$ cat config.mk
export PLATFORM = sky130hd
export DESIGN_NAME = ps2_kbd_cmd_sender
export DESIGN_NICKNAME = d
export VERILOG_FILES = /design/src/rtl/ps2_kbd_cmd_sender.sv
export SDC_FILE = /design/constraint.sdc
export NUM_CORES = 1
export LEC_CHECK = 0
export ABC_AREA = 0
export BUFFER_PORTS_ARGS = -buffer_cell sky130_fd_sc_hd__buf_2
export CAP_MARGIN = 20
export CORE_UTILIZATION = 35
export CTS_CLUSTER_DIAMETER = 30
export DETAILED_ROUTE_END_ITERATION = 10
export GPL_ROUTABILITY_DRIVEN = 0
export PLACE_DENSITY = 0.67
export REMOVE_ABC_BUFFERS = 1
export SLEW_MARGIN = 20
export SYNTH_ARGS = -nofsm -noshare
export SYNTH_HDL_FRONTEND = slang
export SYNTH_SLANG_ARGS = --single-unit
$ cat constraint.sdc
create_clock -name Clock -period 1.89 [get_ports Clock]
set_input_delay 0.0945 -clock Clock [delete_from_list [all_inputs] [get_ports Clock]]
set_output_delay 0.0945 -clock Clock [all_outputs]
set_load 0.03 [all_outputs]
$ cat src/rtl/ps2_kbd_cmd_sender.sv
// ----------------------------------------------------------------------------
// ps2_kbd_cmd_sender
//
// Host-to-keyboard command sequencer. Sends a one- or two-byte command
// (opcode, optional arg) through the PS2_Controller transmit handshake and
// waits for the keyboard reply after each byte: FA moves on, FE / transmit
// error / reply timeout retransmits the same byte up to MAX_RETRY times.
// Completion is reported with a one-cycle done pulse (plus error on failure).
//
// Ports
//   Clock, Resetn                  clock, asynchronous active-low reset
//   req, opcode, has_arg, arg      start request and command bytes (IDLE only)
//   busy, done, error              transaction status (all registered)
//   the_command, send_command      transmit request to PS2_Controller
//   command_was_sent               controller: byte shifted out
//   error_communication_timed_out  controller: transmit failed
//   received_data(_en)             controller receive byte / valid strobe
// ----------------------------------------------------------------------------
module ps2_kbd_cmd_sender #(
  parameter int ACK_TIMEOUT = 2500000,
  parameter int MAX_RETRY   = 3
) (
  input  logic       Clock,
  input  logic       Resetn,
  input  logic       req,
  input  logic [7:0] opcode,
  input  logic       has_arg,
  input  logic [7:0] arg,
  output logic       busy,
  output logic       done,
  output logic       error,
  output logic [7:0] the_command,
  output logic       send_command,
  input  logic       command_was_sent,
  input  logic       error_communication_timed_out,
  input  logic [7:0] received_data,
  input  logic       received_data_en
);

  localparam int CNT_W = $clog2(ACK_TIMEOUT + 1);
  // A zero-width retry counter is not legal, so MAX_RETRY=0 keeps one bit.
  localparam int RTY_W = (MAX_RETRY > 0) ? $clog2(MAX_RETRY + 1) : 1;
  localparam logic [CNT_W-1:0] TERM_CNT  = CNT_W'(ACK_TIMEOUT - 1);
  localparam logic [RTY_W-1:0] RETRY_LIM = RTY_W'(MAX_RETRY);
  localparam logic [7:0]       KBD_ACK    = 8'hFA;
  localparam logic [7:0]       KBD_RESEND = 8'hFE;

  // ST_RETRY is the one-cycle retry decision between a failed attempt and
  // the retransmission, which guarantees a low cycle on send_command.
  typedef enum logic [2:0] {
    ST_IDLE     = 3'd0,
    ST_SEND     = 3'd1,
    ST_WAIT_ACK = 3'd2,
    ST_NEXT     = 3'd3,
    ST_RETRY    = 3'd4,
    ST_DONE     = 3'd5,
    ST_FAIL     = 3'd6
  } state_t;

  state_t           state_q, state_d;
  logic [7:0]       opcode_q, opcode_d;
  logic [7:0]       arg_q, arg_d;
  logic             has_arg_q, has_arg_d;
  logic             byte_sel_q, byte_sel_d;
  logic [CNT_W-1:0] tmo_cnt_q, tmo_cnt_d;
  logic [RTY_W-1:0] retry_q, retry_d;
  logic             busy_q, busy_d;
  logic             done_q, done_d;
  logic             error_q, error_d;
  logic             send_q, send_d;
  logic [7:0]       cmd_q, cmd_d;
  logic [7:0]       cur_byte;

  assign cur_byte     = byte_sel_q ? arg_q : opcode_q;
  assign busy         = busy_q;
  assign done         = done_q;
  assign error        = error_q;
  assign send_command = send_q;
  assign the_command  = cmd_q;

  // Next-state and next-output logic; outputs are computed for the state
  // being entered so that every output comes straight from a flop.
  always_comb begin
    state_d    = state_q;
    opcode_d   = opcode_q;
    arg_d      = arg_q;
    has_arg_d  = has_arg_q;
    byte_sel_d = byte_sel_q;
    tmo_cnt_d  = tmo_cnt_q;
    retry_d    = retry_q;
    cmd_d      = cmd_q;
    busy_d     = 1'b1;
    done_d     = 1'b0;
    error_d    = 1'b0;
    send_d     = 1'b0;
    case (state_q)
      ST_IDLE: begin
        if (req) begin
          opcode_d   = opcode;
          arg_d      = arg;
          has_arg_d  = has_arg;
          byte_sel_d = 1'b0;
          retry_d    = '0;
          tmo_cnt_d  = '0;
          cmd_d      = opcode;
          send_d     = 1'b1;
          state_d    = ST_SEND;
        end else begin
          busy_d = 1'b0;
        end
      end
      ST_SEND: begin
        // A transmit error outranks a simultaneous command_was_sent.
        if (error_communication_timed_out) begin
          state_d = ST_RETRY;
        end else if (command_was_sent) begin
          tmo_cnt_d = '0;
          state_d   = ST_WAIT_ACK;
        end else begin
          send_d = 1'b1;
        end
      end
      ST_WAIT_ACK: begin
        // FA wins even in the terminal-count cycle; other bytes are ignored.
        if (received_data_en && (received_data == KBD_ACK)) begin
          state_d = ST_NEXT;
        end else if ((received_data_en && (received_data == KBD_RESEND)) ||
                     (tmo_cnt_q == TERM_CNT)) begin
          state_d = ST_RETRY;
        end else begin
          tmo_cnt_d = tmo_cnt_q + CNT_W'(1);
        end
      end
      ST_RETRY: begin
        if (retry_q == RETRY_LIM) begin
          done_d  = 1'b1;
          error_d = 1'b1;
          state_d = ST_FAIL;
        end else begin
          retry_d = retry_q + RTY_W'(1);
          cmd_d   = cur_byte;
          send_d  = 1'b1;
          state_d = ST_SEND;
        end
      end
      ST_NEXT: begin
        if (!byte_sel_q && has_arg_q) begin
          byte_sel_d = 1'b1;
          retry_d    = '0;
          cmd_d      = arg_q;
          send_d     = 1'b1;
          state_d    = ST_SEND;
        end else begin
          done_d  = 1'b1;
          state_d = ST_DONE;
        end
      end
      ST_DONE, ST_FAIL: begin
        busy_d  = 1'b0;
        state_d = ST_IDLE;
      end
      default: begin
        busy_d  = 1'b0;
        state_d = ST_IDLE;
      end
    endcase
  end

  // State, context and output registers with asynchronous reset.
  always_ff @(posedge Clock or negedge Resetn) begin
    if (!Resetn) begin
      state_q    <= ST_IDLE;
      opcode_q   <= 8'h00;
      arg_q      <= 8'h00;
      has_arg_q  <= 1'b0;
      byte_sel_q <= 1'b0;
      tmo_cnt_q  <= '0;
      retry_q    <= '0;
      busy_q     <= 1'b0;
      done_q     <= 1'b0;
      error_q    <= 1'b0;
      send_q     <= 1'b0;
      cmd_q      <= 8'h00;
    end else begin
      state_q    <= state_d;
      opcode_q   <= opcode_d;
      arg_q      <= arg_d;
      has_arg_q  <= has_arg_d;
      byte_sel_q <= byte_sel_d;
      tmo_cnt_q  <= tmo_cnt_d;
      retry_q    <= retry_d;
      busy_q     <= busy_d;
      done_q     <= done_d;
      error_q    <= error_d;
      send_q     <= send_d;
      cmd_q      <= cmd_d;
    end
  end

endmodule

==> results.cfg <==
[worst_setup_path]
critical_path.cell_chain = nor4bb_1 > nand2_1 > o31ai_4 > buf_6 > mux2_4 > o211ai_1
critPathMaxStageDelay_ns = 0.42
cp_top_family = simple AND/OR/NAND/NOR gates
critical_path.max_fanout = 5
worst-path-buf-inv = 1
crit_type = flip-flop to flip-flop
cp_slowest_cell = dfrtp_1
start_kind = flip-flop
worstSetupEndpointType = flip-flop
crit_required_ns = 2.15
crit_arrival_ns = 2.10

[logic_synthesis]
synth-seq-cells = 57
ys_seq_area_share_pct = 45.80
netlist.top_cell.by_area = dfrtp_1
yosys_warnings = 0
netlist.area_leader.share_pct = 45.80
yosys-top-cells-area = dfrtp_1 (46%), mux2_2 (7.2%), o21ai_0 (5.1%)
synth_area_sq_mm = 0.003114
synth_area_per_cell_sq_um = 9.612
syn_inst = 324
synth_cell_types = 56

[global_routing]
grt_max_degree = 58
grt_pass1_vias = 2746
grt_overflow = 0
grt_pass1_wl_mm = 12.50
antenna_found_initial = 0
grt_usage_pct = 17.70

[sta]
hold_viol = 0
finalSetupViolations = 0
fin_crit_sh_pct = 97.19
skew_ns = 0.007925
relSlewSlack_pct = 79.10
worstMarginPinSlew_ns = 0.3102
tns_ns = 0
clock.fmax_mhz = 544.4
period_needed_ns = 1.837
maxSlewViolCount = 0

[route]
dr.first_iter.drc_count = 178
drt_first_pass_iters = 4
via_per_inst = 5.349
routed-via-count = 2771
wire_per_inst_microns = 14.63
final_antenna_net_count = 0
routed_wl_mm = 7.578
drt_drc_violations_left = 0

[floorplan]
row_count = 34
dieArea_sq_mm = 0.009279
io_pins = 43
coreArea_sq_mm = 0.008678
initial_core_util_pct = 35.89
die_h_microns = 96.33
die_w_microns = 96.33

[power_and_ir_drop]
p_per_area_mw_per_mm2 = 1219
ir_worst_vdd_mv = 0.4534
switching_share_pct = 38.71
clkPwrFrac_pct = 21.5
internal_power_uw = 2977
power.leakage_uw = 0.001793
combPwrFrac_pct = 42.3
netSwitchingPower_uw = 1880
power_frac_seq_pct = 36.2

[min_path]
min_path_type = primary input to flip-flop

[cts]
cts_buffer_depth = 2
numCtsBuffers = 9
cts.sink_count = 57
cts_root_buf = clkbuf_8
h-tree-depth = 3
cts_tree = done
insertion_delay_ns = 0.34
clk_pin_slew_ns = 0.07

[layout]
final_util_pct = 45.92
num_antenna_cells = 0
final_layout_size_suffix_gt1_share_pct = 33.66
area_delta_synth_final_pct = 27.96
layout.nets = 438
final_area_sq_mm = 0.003985

[placed_design]
numPortBuffers = 42
place_area_sq_mm = 0.003600
dp_hpwl_mm = 5.168

[flow_run]
max_cap_violations = 0

[status]
status = finished, final reports clean
## Yosys cell counts (all sizes together)
library cell,n
mux2i,1
nor4,1
or2,1
o21ai,32
a21o,5
and4b,1
o211ai,5
o22ai,1
and2,3
or3b,2
nor2,22
a21oi,23
o2111ai,1
nand3,13
inv,5
nor3b,1
or2b,1
nand2,29
or3,4
a41oi,1
mux2,20
and3,1
o21bai,1
nor4b,2
dfrtp,57
or4,5
a22o,1
ha,2
o31ai,7
o2bb2ai,1
o22a,1
nor4bb,1
o311a,2
nor3,8
buf,11
clkbuf,9
a211o,2
and4,3
nand4,9
nand2b,13
a31oi,16
## what timing repair did
action | in CTS | in global routing
hold buffers | 10 | 1
resized for setup | 0 | 17
endpoints found under the setup margin | 0 | 10
hold endpoints to repair | 66 | 1
setup buffers | 0 | 5
## metrics by stage
stage          instances  total power (uW)  hold slack [ns]  worst slack [ns]
6_report             518              4858          0.01732           0.05306
2_1_floorplan        304              3049          -0.2011           -0.3860
5_1_grt              518              5191         0.009760          -0.01517
3_5_place_dp         485              3798           0.1222           0.02391
4_1_cts              511              4869         0.001767          0.002571
3_3_place_gp         485              3706           0.1211           0.04343
## registers in the layout, summed over array words and instances, names as in the netlist, 2 cells and up
| register | cells |
|---|---|
| retry_q | 2 |
| state_q | 3 |
| the_command | 8 |
| tmo_cnt_q | 22 |
| arg_q | 8 |
| opcode_q | 8 |
## final cells by class
class,instances,area (sq um)
Clock inverter,5,31.28
Clock buffer,11,141.4
Sequential cell,57,1426
Inverter,5,18.77
Tap cell,108,135.1
Multi-Input combinational cell,242,1604
Timing Repair Buffer,90,628.1
Fill cell,834,4693
## placed cells by master, fill, tap and decap left out, types with 2 or more instances in the layout
master / count
a211o_1: 2
a21o_1: 4
a21oi_1: 22
a31oi_1: 16
and2_1: 2
buf_12: 2
buf_2: 43
buf_4: 32
buf_6: 2
clkbuf_8: 10
clkinv_2: 3
dfrtp_1: 57
dlygate4sd3_1: 11
inv_1: 5
mux2_2: 19
nand2_1: 27
nand2_4: 2
nand2b_1: 13
nand3_1: 12
nand4_1: 8
nor2_1: 21
nor3_1: 3
nor3_2: 4
nor4b_2: 2
o211ai_1: 5
o21ai_0: 30
o21ai_1: 2
o311a_1: 2
o31ai_1: 6
or3_1: 3
or4_1: 5
## worst register-to-register path, stage by stage, from the launching register on
cell	delay (ns)
dfrtp_1	0.42
nor4bb_1	0.33
nand2_1	0.17
o31ai_4	0.29
buf_6	0.16
mux2_4	0.29
o211ai_1	0.08
## power by group through the flow
stage / logic (uW) / clock network, uW / registers [uW]
after detailed placement: 2010 / 0 / 1790
after global placement: 1950 / 0 / 1760
after CTS: 2030 / 1080 / 1760
after global routing: 2260 / 1130 / 1800
final: 2060 / 1040 / 1760
after floorplan: 1010 / 0 / 2040
## logic make-up after synthesis
logic type	Yosys count	synth area share [%]
buf+inv	25	4.380
flops	57	45.80
fa+ha+maj	2	0.8034
compound gates	99	19.37
simple gates	120	22.10
mux	21	7.553
## per-layer routing
| layer | track usage [%] | part of all wire (%) | up-vias |
|---|---|---|---|
| met5 | 0 | 0 | - |
| met4 | 7.108 | 1.7 | 0 |
| met3 | 4.028 | 4.7 | 12 |
| met2 | 30.85 | 48 | 77 |
| met1 | 21.00 | 46 | 1317 |
| li1 | - | - | 1365 |
## final timing paths
path	from	end	slack [ns]	cells past startpoint
min reg2reg	arg_q[0]$_DFFE_PN0P_	arg_q[0]$_DFFE_PN0P_	0.51	1
max reg2reg	tmo_cnt_q[9]$_DFFE_PN0P_	tmo_cnt_q[9]$_DFFE_PN0P_	0.05	6
min in group asynchronous	Resetn	the_command[5]$_DFFE_PN0P_	0.27	3
min	opcode[7]	opcode_q[7]$_DFFE_PN0P_	0.02	2
max in group asynchronous	Resetn	tmo_cnt_q[21]$_DFFE_PN0P_	1.35	3
max	tmo_cnt_q[9]$_DFFE_PN0P_	tmo_cnt_q[9]$_DFFE_PN0P_	0.05	6
Power figures use the tool's default switching activity.
